### src/rtl/matrix_op_defs_pkg.sv
// rtl/matrix_op_defs_pkg.sv - shared sizes and writer state encoding for the matrix store
package matrix_op_defs_pkg;

  localparam int MATRIX_DATA_WIDTH     = 32;
  localparam int MATRIX_ADDR_WIDTH     = 10;
  localparam int MATRIX_BLOCK_SIZE     = 64;
  localparam int MATRIX_METADATA_WORDS = 3;

  typedef enum logic [2:0] {
    IDLE,
    META0,
    META1,
    META2,
    STREAM,
    DONE
  } matrix_writer_state_e;

  function automatic logic [15:0] matrix_elem_count(input logic [7:0] rows, input logic [7:0] cols);
    return 16'(rows) * 16'(cols);
  endfunction

endpackage

### src/rtl/matrix_block_writer.sv
// rtl/matrix_block_writer.sv - writes a matrix (3 metadata words + row-major elements) into its memory slot
module matrix_block_writer
  import matrix_op_defs_pkg::*;
#(
  parameter int DATA_WIDTH = MATRIX_DATA_WIDTH,
  parameter int ADDR_WIDTH = MATRIX_ADDR_WIDTH,
  parameter int BLOCK_SIZE = MATRIX_BLOCK_SIZE
) (
  input  logic                  clk,
  input  logic                  rst,
  input  logic                  write_request,
  output logic                  write_ready,
  input  logic [2:0]            matrix_id,
  input  logic [7:0]            actual_rows,
  input  logic [7:0]            actual_cols,
  input  logic [0:7][7:0]       matrix_name,
  input  logic [DATA_WIDTH-1:0] data_in,
  input  logic                  data_valid,
  output logic                  writer_ready,
  output logic                  write_done,
  output logic                  write_err,
  output logic                  mem_we,
  output logic [ADDR_WIDTH-1:0] mem_addr,
  output logic [DATA_WIDTH-1:0] mem_wdata
);

  matrix_writer_state_e  state_q, state_d;
  logic [ADDR_WIDTH-1:0] base_q, base_d;
  logic [7:0]            rows_q, rows_d;
  logic [7:0]            cols_q, cols_d;
  logic [0:7][7:0]       name_q, name_d;
  logic [15:0]           count_q, count_d;
  logic [15:0]           idx_q, idx_d;
  logic                  err_q, err_d;

  logic [15:0] req_count;
  logic        req_bad;

  assign req_count = matrix_elem_count(actual_rows, actual_cols);
  assign req_bad   = (actual_rows == 8'd0) || (actual_cols == 8'd0) ||
                     (req_count > 16'(BLOCK_SIZE - MATRIX_METADATA_WORDS));

  always_comb begin
    state_d = state_q;
    base_d  = base_q;
    rows_d  = rows_q;
    cols_d  = cols_q;
    name_d  = name_q;
    count_d = count_q;
    idx_d   = idx_q;
    err_d   = err_q;
    unique case (state_q)
      IDLE: begin
        if (write_request) begin
          base_d  = ADDR_WIDTH'(matrix_id) * ADDR_WIDTH'(BLOCK_SIZE);
          rows_d  = actual_rows;
          cols_d  = actual_cols;
          name_d  = matrix_name;
          count_d = req_count;
          idx_d   = '0;
          // A rejected request skips straight to the completion pulse with no writes.
          err_d   = req_bad;
          state_d = req_bad ? DONE : META0;
        end
      end
      META0:  state_d = META1;
      META1:  state_d = META2;
      META2:  state_d = STREAM;
      STREAM: begin
        if (data_valid) begin
          idx_d = idx_q + 16'd1;
          if (idx_q == count_q - 16'd1) begin
            state_d = DONE;
          end
        end
      end
      DONE:    state_d = IDLE;
      default: state_d = IDLE;
    endcase
  end

  always_ff @(posedge clk) begin
    if (rst) begin
      state_q <= IDLE;
      base_q  <= '0;
      rows_q  <= '0;
      cols_q  <= '0;
      name_q  <= '0;
      count_q <= '0;
      idx_q   <= '0;
      err_q   <= 1'b0;
    end else begin
      state_q <= state_d;
      base_q  <= base_d;
      rows_q  <= rows_d;
      cols_q  <= cols_d;
      name_q  <= name_d;
      count_q <= count_d;
      idx_q   <= idx_d;
      err_q   <= err_d;
    end
  end

  assign write_ready  = (state_q == IDLE);
  assign writer_ready = (state_q == STREAM);
  assign write_done   = (state_q == DONE);
  assign write_err    = err_q;

  always_comb begin
    mem_we    = 1'b0;
    mem_addr  = base_q;
    mem_wdata = '0;
    unique case (state_q)
      META0: begin
        mem_we    = 1'b1;
        mem_wdata = DATA_WIDTH'({rows_q, cols_q, 16'h0000});
      end
      META1: begin
        mem_we    = 1'b1;
        mem_addr  = base_q + ADDR_WIDTH'(1);
        mem_wdata = DATA_WIDTH'({name_q[0], name_q[1], name_q[2], name_q[3]});
      end
      META2: begin
        mem_we    = 1'b1;
        mem_addr  = base_q + ADDR_WIDTH'(2);
        mem_wdata = DATA_WIDTH'({name_q[4], name_q[5], name_q[6], name_q[7]});
      end
      STREAM: begin
        mem_we    = data_valid;
        mem_addr  = base_q + ADDR_WIDTH'(MATRIX_METADATA_WORDS) + ADDR_WIDTH'(idx_q);
        mem_wdata = data_in;
      end
      default: ;
    endcase
    // A reset arriving mid-stream must not let the current beat reach memory.
    if (rst) begin
      mem_we = 1'b0;
    end
  end

endmodule

### config.mk
export PLATFORM = sky130hd
export DESIGN_NAME = matrix_block_writer
export DESIGN_NICKNAME = d
export VERILOG_FILES = /design/src/rtl/matrix_op_defs_pkg.sv /design/src/rtl/matrix_block_writer.sv
export SDC_FILE = /design/constraint.sdc
export NUM_CORES = 1
export LEC_CHECK = 0
export BUFFER_PORTS_ARGS = -buffer_cell sky130_fd_sc_hd__buf_2
export CAP_MARGIN = 10
export CORE_UTILIZATION = 60
export CTS_BUF_LIST = sky130_fd_sc_hd__clkbuf_4 sky130_fd_sc_hd__clkbuf_8
export DETAILED_ROUTE_END_ITERATION = 12
export GPL_TIMING_DRIVEN = 0
export PLACE_DENSITY = 0.92
export SLEW_MARGIN = 20
export SYNTH_ARGS = -nofsm -noshare
export SYNTH_HDL_FRONTEND = slang
export SYNTH_SLANG_ARGS = --single-unit
export TNS_END_PERCENT = 20
### constraint.sdc
create_clock -name clk -period 12.2 [get_ports clk]
set_input_delay 2.44 -clock clk [delete_from_list [all_inputs] [get_ports clk]]
set_output_delay 2.44 -clock clk [all_outputs]
set_load 0.05 [all_outputs]
==> metrics.md, run 1 <==
| Metric | Value |
|---|---|
| Status | completed |
| Slew Viols, Final | 0 |
| Area Overhead vs Synth | 17.3% |
| CTS clk-pin slew, worst paths | 80 ps |
| Initial antenna violation count | 1 |
| End of the worst register-to-register path | state_q[0] |
| EDFF count, synth | 0 |
| Vias post-DR | 8072 |
| Synth cell count leaders | nand2_1, dfxtp_1, a21oi_1 |
| DR pass1 iterations | 6 |
| Worst Path Max Fanout | 10 |
| Top Ports | 166 |
| Final count of negative-setup-slack endpoints | 0 |
| Global-route wire length before repair | 35.3 mm |
| Port Buffers | 154 |
| Syn_nets | 1237 |
| Slew headroom | 35.3% |
| Iteration-0 DRC Markers | 771 |
| Most common cell in the netlist | nand2_1 |
| Largest net degree at the start of global routing | 17 |
| Most common cell on crit path | fa_1 |
| Slew @ Worst Pin | around 970 ps |
| Inserted Clock Buffers | 17 |
| Vias in the first global route | approximately 7600 |
| Place WS | 4370 ps |
| Gr ovfl total | 0 |
| Lkg Pwr | 4.10 nW |
| Tcrit/Tclk final | 60.8% |
| Crit path cell chain | clkbuf_1 -> nand2_1 -> fa_1 -> fa_1 -> inv_1 -> fa_1 -> inv_1 -> fa_1 -> inv_1 -> ha_1 -> nor3_1 -> o21ai_0 -> a21oi_1 -> xor2_1 -> nand4_1 -> nor4b_1 -> a211oi_1 |
| Worst vdd ir | 0.0869 mV |
| Final Hold Fails | 0 |
| Total Routing Usage GR | roughly 33% |
| Distinct cell type count after synthesis | 56 |
| Worst Skew | 12.5 ps |
| Placer Congestion | 0.896 |
| Core footprint | 12800 µm² |
| CTS tree | done |
| CTS root buf | clkbuf_8 |
| CP Data Required Time | 12510 ps |
| Detailed Place HPWL | 16.7 mm |
| DRC | 0 |
| Vias per cell | 5.77 |
| Final min period | 7420 ps |
| Syn. warnings | 0 |
| Antenna viol nets, final | 0 |
| Post-layout util | 73.2% |
| Drt total wl | 22.6 mm |
| Worst setup path endpoint | write_err |
| Yosys top cell by area | dfxtp_1 |
| Clk buf depth | 2 |
| Layout cells sized above 1 | 16.3% |
| Flop-to-flop setup slack | 9630 ps |
| Synth area leaders | dfxtp_1, nand2_1, fa_1, a21oi_1, ha_1 |
| Final #Nets | 1410 |
| Min-Delay Path Class | reg -> reg |
| Sequential element share of the synthesized area | 29.9% |
| RSZ-0062 raised after global routing | false |
| Setup repair bufs after CTS | 0 |
| Site Rows | 41 |
| Post-synth top area share | 29.9% |
| Critical Path Source | actual_cols[7] |
| Worst r2r path cells | 9 |
| Crit path buf inv count | 4 |
| Critical Path Max Stage Delay | 670 ps |
| Wire per inst | between 15 and 20 µm |
| Setup ws final | 4780 ps |
| CP Class | in -> reg |
| Die X | 117 µm |
| Initial core utilization | 62.4% |
| Number of gates resized after CTS | 0 |
| Startpoint Class | primary input |
| #FFs+latches synth | ~120 |
| Total of max-cap violations | 0 |
| R2R Path Start | count_q[0] |
| Avg Inst Size Synth | 7.66 µm² |
| Post-CTS Hold Fix Bufs | 0 |
| Cells after synthesis | 1040 |
| Setup TNS | 0 ps |
| Clock sink count | 119 |
| Top achievable clock speed | 135 MHz |
| WP data arrival | 7730 ps |
| Worst skew pair latency | 470 ps |
| Cell count along the critical path | 17 |
| Htree depth | 4 |
| Ys async rst share | 0% |
| Critical-path top delay cell | nor4b_1 |
| Die Area | between 10000 and 15000 µm² |
| Die height | between 100 and 150 µm |
| Synth Cell Area | ~8000 µm² |
| CP top delay family | adder cells |
| Ys flop type | dfxtp_1 |
| Setup crit end kind | register |
| Power per cell area | 160 nW/µm² |
-- placed cells by master (no fill, tap or decap), drive strengths merged, types with 3 or more instances in the layout --
master / netlist / layout
fa: 36 / 36
nor3: 11 / 11
o22ai: 3 / 3
o21bai: 3 / 3
xor2: 19 / 19
a31oi: 4 / 4
xnor2: 26 / 26
nor4: 11 / 11
nand4: 6 / 6
clkinv: 1 / 3
and3: 6 / 6
o21ai: 35 / 35
mux2i: 19 / 19
nand2b: 3 / 3
nand2: 248 / 248
or4: 3 / 3
nor2: 49 / 49
inv: 65 / 75
buf: 5 / 159
nor2b: 5 / 5
o21a: 4 / 4
clkbuf: 61 / 78
nand3: 9 / 9
and2: 53 / 53
or3: 10 / 10
a21oi: 113 / 113
a22oi: 33 / 33
dfxtp: 119 / 119
o211ai: 3 / 3
a21o: 5 / 5
a211oi: 9 / 9
ha: 42 / 42
-- power breakdown --
group	total (mW)	switching, mW	internal [mW]	leakage [nW]
Sequential	0.460	0.0328	0.427	0.973
Clock	0.364	0.195	0.169	0.193
Combinational	0.671	0.420	0.251	2.93
Total	1.50	0.648	0.847	4.10
-- worst min path at each step --
stage               start         end  depth (start not counted)
6_report        rows_q[4]   rows_q[4]                          2
5_1_grt        name_q[58]  name_q[58]                          2
4_1_cts        name_q[57]  name_q[57]                          2
3_5_place_dp   name_q[54]  name_q[54]                          2
3_3_place_gp   name_q[11]  name_q[11]                          2
2_1_floorplan  name_q[32]  name_q[32]                          2
-- logic make-up after synthesis --
kind of cell	after synthesis	share of synthesized area, %
muxes	20	2.53
adders and majority gates	78	15.6
and+or+nand+nor	422	24.1
DFF	119	29.9
AOI/OAI and AO/OA	223	16.4
buffers and inverters	133	6.45
xor gates and xnor gates	45	4.95
-- metal layers --
layer | part of all wire (%) | global-route usage (%) | vias to the layer above
li1 | - | - | 3815
met1 | 39 | 41.5 | 3805
met2 | 49 | 55.6 | 394
met3 | 8.9 | 6.28 | 58
met4 | 2.8 | 16.9 | 0
met5 | 0 | 0 | -
-- flip-flops by register name, indices dropped and copies added, names as in the netlist --
register,flops
rows_q,8
idx_q,16
name_q,64
count_q,16
cols_q,8
write_err,1
base_q,3
state_q,3
-- worst reg2reg max path: stages (launching register included) --
cell and delay, ps:
dfxtp_1 380, inv_1 90, ha_1 230, or3b_2 460
clkbuf_1 190, nor4_1 380, nand2_1 100, o41ai_1 360
nand4_1 170, o21ai_1 150
-- metrics by stage --
step | instance area, µm² | instances | hold WS (ps) | total power [mW]
2_1_floorplan | 7970 | 1040 | 436 | 0.967
3_3_place_gp | 8950 | 1366 | 441 | 1.10
3_5_place_dp | 8950 | 1366 | 447 | 1.12
4_1_cts | 9340 | 1398 | 459 | 1.49
5_1_grt | 9350 | 1399 | 472 | 1.59
6_report | 9350 | 1399 | 459 | 1.50
-- cell type report --
type	instances	area [µm²]
Buffer	67	267
Clock buffer	17	234
Tap cell	172	215
Antenna cell	1	2.50
Sequential cell	119	2380
Fill cell	971	3430
Multi-Input combinational cell	788	5070
Clock inverter	15	155
Inverter	66	248
Timing Repair Buffer	154	771
Note: power is estimated with default switching activity, not from simulation.
==> run 2, diff against run 1 <==
- ABC_AREA: default -> 1
- CORE_UTILIZATION: 60 -> 52
- PLACE_DENSITY: 0.92 -> 0.85
- clock period: 12.2 -> 6.8 ns (I/O delays scaled with it)
==> metrics.md, run 2 <==
| Metric | Value |
|---|---|
| Status | completed |
| Synth area leaders | dfxtp_1, nand2_1, inv_1, fa_1, ha_1 |
| Placer Congestion | 0.922 |
| Setup repair bufs after CTS | 0 |
| EDFF count, synth | 0 |
| DR pass1 iterations | 8 |
| Vias per cell | 5.29 |
| Global-route wire length before repair | 37.3 mm |
| Yosys top cell by area | dfxtp_1 |
| Flop-to-flop setup slack | a little under 5000 ps |
| Htree depth | 4 |
| WP data arrival | 5670 ps |
| Clock sink count | 119 |
| Site Rows | 45 |
| Sequential element share of the synthesized area | around 29% |
| End of the worst register-to-register path | state_q[1] |
| Largest regs | name_q x64, count_q x16, idx_q x16 |
| Most common cell in the netlist | nand2_1 |
| Lkg Pwr | between 5 and 6 nW |
| Setup crit end kind | register |
| DRC | 0 |
| Worst Skew | between 15 and 20 ps |
| Iteration-0 DRC Markers | between 500 and 600 |
| Tcrit/Tclk final | 78.6% |
| Startpoint Class | primary input |
| Cells after synthesis | 1205 |
| Layout cells sized above 1 | 15.2% |
| Top achievable clock speed | approximately 190 MHz |
| Place WS | 1020 ps |
| Post-CTS Hold Fix Bufs | 0 |
| Die height | 128 µm |
| Initial antenna violation count | 0 |
| Ys async rst share | 0% |
| CP Class | in -> reg |
| Worst skew pair latency | ~450 ps |
| Hold Path Stages | 2 |
| Slew @ Worst Pin | approximately 680 ps |
| Area Overhead vs Synth | 17.6% |
| Most flops, register | name_q |
| Worst min-delay path startpoint | cols_q[0] |
| Clk pwr share | a little under a fifth |
| Slew Viols, Final | 0 |
| Final min period | 5340 ps |
| Most frequent cells in the layout | nand2_1, inv_1, buf_2, dfxtp_1, o21ai_0 |
| Endpoint, Worst Hold | cols_q[0] |
| Drt total wl | 22.9 mm |
| Final Hold Fails | 0 |
| Clk buf depth | 2 |
| Design area | around 9700 µm² |
| Antenna diodes | 0 |
| Final count of negative-setup-slack endpoints | 0 |
| Final #Nets | between 1500 and 2000 |
| Initial core utilization | 53.7% |
| CTS root buf | clkbuf_8 |
| Avg Inst Size Synth | 6.83 µm² |
| #FFs+latches synth | 119 |
| Ys flop type | dfxtp_1 |
| Int Power | between 1.5 and 2 mW |
| Top Ports | 166 |
| Switching pwr | 1.88 mW |
| # fillers | around 1400 |
| Slew headroom | 54.7% |
| Sw Share | 49.8% |
| CP Data Required Time | 7130 ps |
| Setup TNS | 0 ps |
| Largest net degree at the start of global routing | 17 |
| Antenna viol nets, final | 0 |
| Core footprint | approximately 15000 µm² |
| CTS tree | done |
| Setup ws final | about 1500 ps |
| Total Routing Usage GR | 28.8% |
| Power per cell area | 391 nW/µm² |
| Placed cell areas | 9230 µm² |
| Port Buffers | about 150 |
| Number of gates resized after CTS | 0 |
| Die X | 128 µm |
| Min-Delay Path Class | reg -> reg |
| Syn_nets | about 1400 |
| Worst r2r path cells | 6 |
| Inserted Clock Buffers | 17 |
| Post-synth top area share | 29.0% |
| Max reg flops | 64 |
| Syn. warnings | 0 |
| Gate power share | 55.8% |
| Total of max-cap violations | 0 |
| Sequential Power Share | 25.1% |
| RSZ-0062 raised after global routing | false |
| Distinct cell type count after synthesis | 37 |
| Vias post-DR | 8437 |
| Commonest non-fill, non-tap cell in the layout | nand2_1 |
| Synth cell count leaders | nand2_1, inv_1, dfxtp_1 |
| R2R Path Start | state_q[2] |
| Synth Cell Area | 8220 µm² |
| Die Area | 16300 µm² |
| Worst vdd ir | 0.242 mV |
| Detailed Place HPWL | 17.8 mm |
| Worst Path Max Fanout | 10 |
| Vias in the first global route | 8016 |
| Gr ovfl total | 0 |
| CTS clk-pin slew, worst paths | 70 ps |
| Wire per inst | 14.4 µm |
==> run 2: cell types whose count changed in the layout (fill, tap and decap cells not counted), moves of 15 or more <==
cell       previous run  this run
and2_1               53         0
a22oi_1              33         0
o2111ai_1             0        16
inv_1                65       251
nand3_1               9        46
clkbuf_1             61        33
xnor2_1              26         6
a21oi_1             113        29
nand2_1             248       351
mux2i_1              19         0
o21ai_0              34        69
a22o_1                0        34
nor2_1               49        65
o221ai_1              1        16
==> run 2: power groups by stage <==
stage | registers, mW | clock network, mW | logic (mW)
after floorplan | 0.941 | 0 | 1.60
after detailed placement | 0.959 | 0 | 2.08
after global routing | 0.964 | 0.757 | 2.35
final | 0.950 | 0.722 | 2.11
after global placement | 0.955 | 0 | 2.03
after CTS | 0.946 | 0.724 | 2.09
==> run 2: cell type report <==
type                            instances  area (µm²)  share of cell area, %
Clock buffer                           18         248                   2.56
Multi-Input combinational cell        780        4670                   48.3
Tap cell                              211         264                   2.73
Clock inverter                         14         196                   2.03
Buffer                                 50         208                   2.15
Timing Repair Buffer                  148         741                   7.66
Inverter                              256         961                   9.93
Sequential cell                       119        2380                   24.6
==> run 2: through the flow <==
stage,power (mW),std cells,util (%),hold WS (ps)
5_1_grt,4.07,1596,63.2,481
3_3_place_gp,2.99,1564,60.3,449
3_5_place_dp,3.04,1564,60.3,456
6_report,3.78,1596,63.2,472
2_1_floorplan,2.54,1205,-,432
4_1_cts,3.76,1596,63.2,469
==> run 2: cells by family after synthesis <==
family	Yosys count	share of synthesized area, %
AOI/OAI and AO/OA	184	14.5
xor gates and xnor gates	16	1.70
adders and majority gates	78	15.2
buffers and inverters	306	14.2
DFF	119	29.0
and+or+nand+nor	502	25.5
==> run 2: layer usage <==
layer	global-route usage [%]	up-vias	wire length [µm]
li1	-	4107	-
met1	37.0	3888	9630
met2	47.6	383	10800
met3	5.80	59	1900
met4	10.9	0	586
met5	0	-	0
==> run 2: worst max-delay path by stage <==
stage / from / to / slack (ps) / cells past startpoint
final: actual_cols[7] / write_err / 1460 / 21
after global routing: actual_cols[7] / write_err / 1080 / 21
after CTS: actual_cols[7] / write_err / 1470 / 21
after detailed placement: actual_cols[7] / write_err / 1020 / 21
after global placement: actual_cols[7] / write_err / 1040 / 21
after floorplan: actual_cols[7] / write_err / 1600 / 22
==> run 2: worst max-delay path, cell delays in order <==
cell and delay, ps:
clkbuf_1 460, nand2_1 160, fa_1 530, fa_1 550
inv_1 60, fa_1 530, inv_1 50, fa_1 520
inv_1 40, ha_1 350, nand2_1 100, nor2_1 160
nand3_1 120, nand2_1 80, nand2_1 40, nand2_1 80
nand3_1 70, nor2_1 90, nand3_1 130, nor2_1 120
nor2_1 40
==> run 3, diff against run 2 <==
- ABC_AREA: 1 -> 0
- clock period: 6.8 -> 4.9 ns (I/O delays scaled with it)
==> metrics.md, run 3 (synthesized netlist as in run 1, its figures left out) <==
| Metric | Value |
|---|---|
| Antenna viol nets, final | 0 |
| Worst Path Max Fanout | 10 |
| R2R Path Start | count_q[0] |
| Port Buffers | 154 |
| Die height | approximately 130 µm |
| Lkg Pwr | 4.25 nW |
| CTS clk-pin slew, worst paths | 70 ps |
| Min-Delay Path Class | reg -> reg |
| Vias post-DR | about 8000 |
| Endpoint, Worst Hold | name_q[32] |
| Site Rows | 44 |
| Top Ports | 166 |
| Worst vdd ir | ~0.27 mV |
| Largest regs | name_q x64, count_q x16, idx_q x16 |
| Initial core utilization | 54.0% |
| Post-CTS Hold Fix Bufs | 0 |
| Slew Viols, Final | 0 |
| # fillers | 1246 |
| Status | completed |
| Placer Congestion | 0.881 |
| Flop-to-flop setup slack | 2400 ps |
| Top achievable clock speed | 208 MHz |
| WP data arrival | roughly 5100 ps |
| Iteration-0 DRC Markers | about 550 |
| Wire per inst | 15.3 µm |
| Hold slack | 455 ps |
| Tcrit/Tclk final | 98.3% |
| End of the worst register-to-register path | state_q[0] |
| Worst min-delay path startpoint | name_q[32] |
| Setup crit end kind | register |
| Most common cell on crit path | fa_1 |
| Final count of negative-setup-slack endpoints | 0 |
| CTS root buf | clkbuf_8 |
| Core footprint | 14800 µm² |
| Htree depth | 4 |
| Hold Path Stages | 2 |
| Slew @ Worst Pin | about 1000 ps |
| Drt total wl | 21.7 mm |
| Most flops, register | name_q |
| Final Hold Fails | 0 |
| Crit path cell chain | buf_2 -> and2_4 -> fa_1 -> fa_1 -> fa_1 -> inv_1 -> fa_1 -> inv_1 -> ha_2 -> o21a_1 -> o211ai_1 -> a21oi_2 -> o21a_1 -> o21ai_2 -> nor4b_4 -> buf_4 -> a211oi_1 |
| Die Area | 15800 µm² |
| DR pass1 iterations | 6 |
| Commonest non-fill, non-tap cell in the layout | nand2_1 |
| Area Overhead vs Synth | 22.2% |
| Final #Nets | 1418 |
| Worst r2r path cells | 9 |
| Power per cell area | roughly 410 nW/µm² |
| Vias per cell | 5.57 |
| Global-route wire length before repair | about 35 mm |
| Most frequent cells in the layout | nand2_1, buf_2, dfxtp_1, a21oi_1, inv_1 |
| Worst skew pair latency | about 440 ps |
| CP Class | in -> reg |
| Largest net degree at the start of global routing | 17 |
| Inserted Clock Buffers | 17 |
| CTS tree | done |
| Initial antenna violation count | 0 |
| Max reg flops | 64 |
| DRC | 0 |
| Final min period | 4820 ps |
| Startpoint Class | primary input |
| Vias in the first global route | approximately 7500 |
| Critical-path top delay cell | fa_1 |
| Clock sink count | 119 |
| Gr ovfl total | 0 |
| Critical Path Max Stage Delay | 560 ps |
| Total of max-cap violations | 0 |
| Layout cells sized above 1 | between 20% and 30% |
| Post-layout util | 66.0% |
| CP Data Required Time | 5200 ps |
| Die X | 126 µm |
| Clk buf depth | 2 |
| Worst Skew | between 8 and 9 ps |
| Detailed Place HPWL | 16.6 mm |
| Antenna diodes | 0 |
| Slew headroom | about a third |
| Total Routing Usage GR | 27.2% |
-- run 3: worst max path at each step --
stage                      end  cells after the start           start
global placement     write_err                     17  actual_cols[4]
floorplan            write_err                     16  actual_rows[4]
finish               write_err                     17  actual_rows[7]
detailed placement   write_err                     17  actual_cols[4]
CTS                  write_err                     17  actual_cols[3]
global route        state_q[2]                     17  actual_rows[7]
-- run 3: power breakdown --
part	total, mW	leakage, nW	internal, mW	switching (mW)
Clock	0.942	0.208	0.534	0.409
Sequential	1.14	0.973	1.06	0.0793
Combinational	1.90	3.07	0.786	1.11
-- run 3: metal layers --
| layer | GRT usage, % | vias to the layer above | part of all wire, % |
|---|---|---|---|
| met2 | 45.4 | 305 | 48 |
| li1 | - | 3828 | - |
| met3 | 3.87 | 49 | 6.3 |
| met4 | 9.92 | 0 | 2.5 |
| met1 | 35.9 | 3720 | 43 |
| met5 | 0 | - | 0 |
-- run 3: cell type report --
type	count	area, µm²	area share, %
plain buffers	67	372	3.82
well taps	184	230	2.37
clock buffers	20	269	2.76
repair buffers	162	846	8.69
inverters	66	248	2.54
multi-input cells	788	5240	53.8
flip-flops and latches	119	2380	24.5
clock inverters	12	150	1.54
-- run 3: per-stage QoR --
step | instance area (µm²) | setup WS, ps | cells | setup TNS (ps) | power [mW]
finish | 9730 | 84.5 | 1418 | 0 | 3.99
global route | 9730 | -52.3 | 1418 | -96.6 | 4.24
CTS | 9590 | 1.68 | 1410 | 0 | 3.83
detailed placement | 9160 | -540 | 1378 | -1220 | 2.88
global placement | 9160 | -464 | 1378 | -912 | 2.84
floorplan | 8160 | 5.37 | 1040 | 0 | 2.50
-- run 3: timing repair --
item	4_1_cts	5_1_grt
gates cloned	0	0
pin swaps	2	31
setup endpoints to repair	2	2
gates resized for setup	2	35
buffers inserted	0	8
-- run 3: worst max-delay path: cells and delay by family --
family	cells	cell delay [ps]
buffers and inverters	4	440
adders and majority gates	5	2340
and+or+nand+nor	2	440
AOI/OAI and AO/OA	6	930
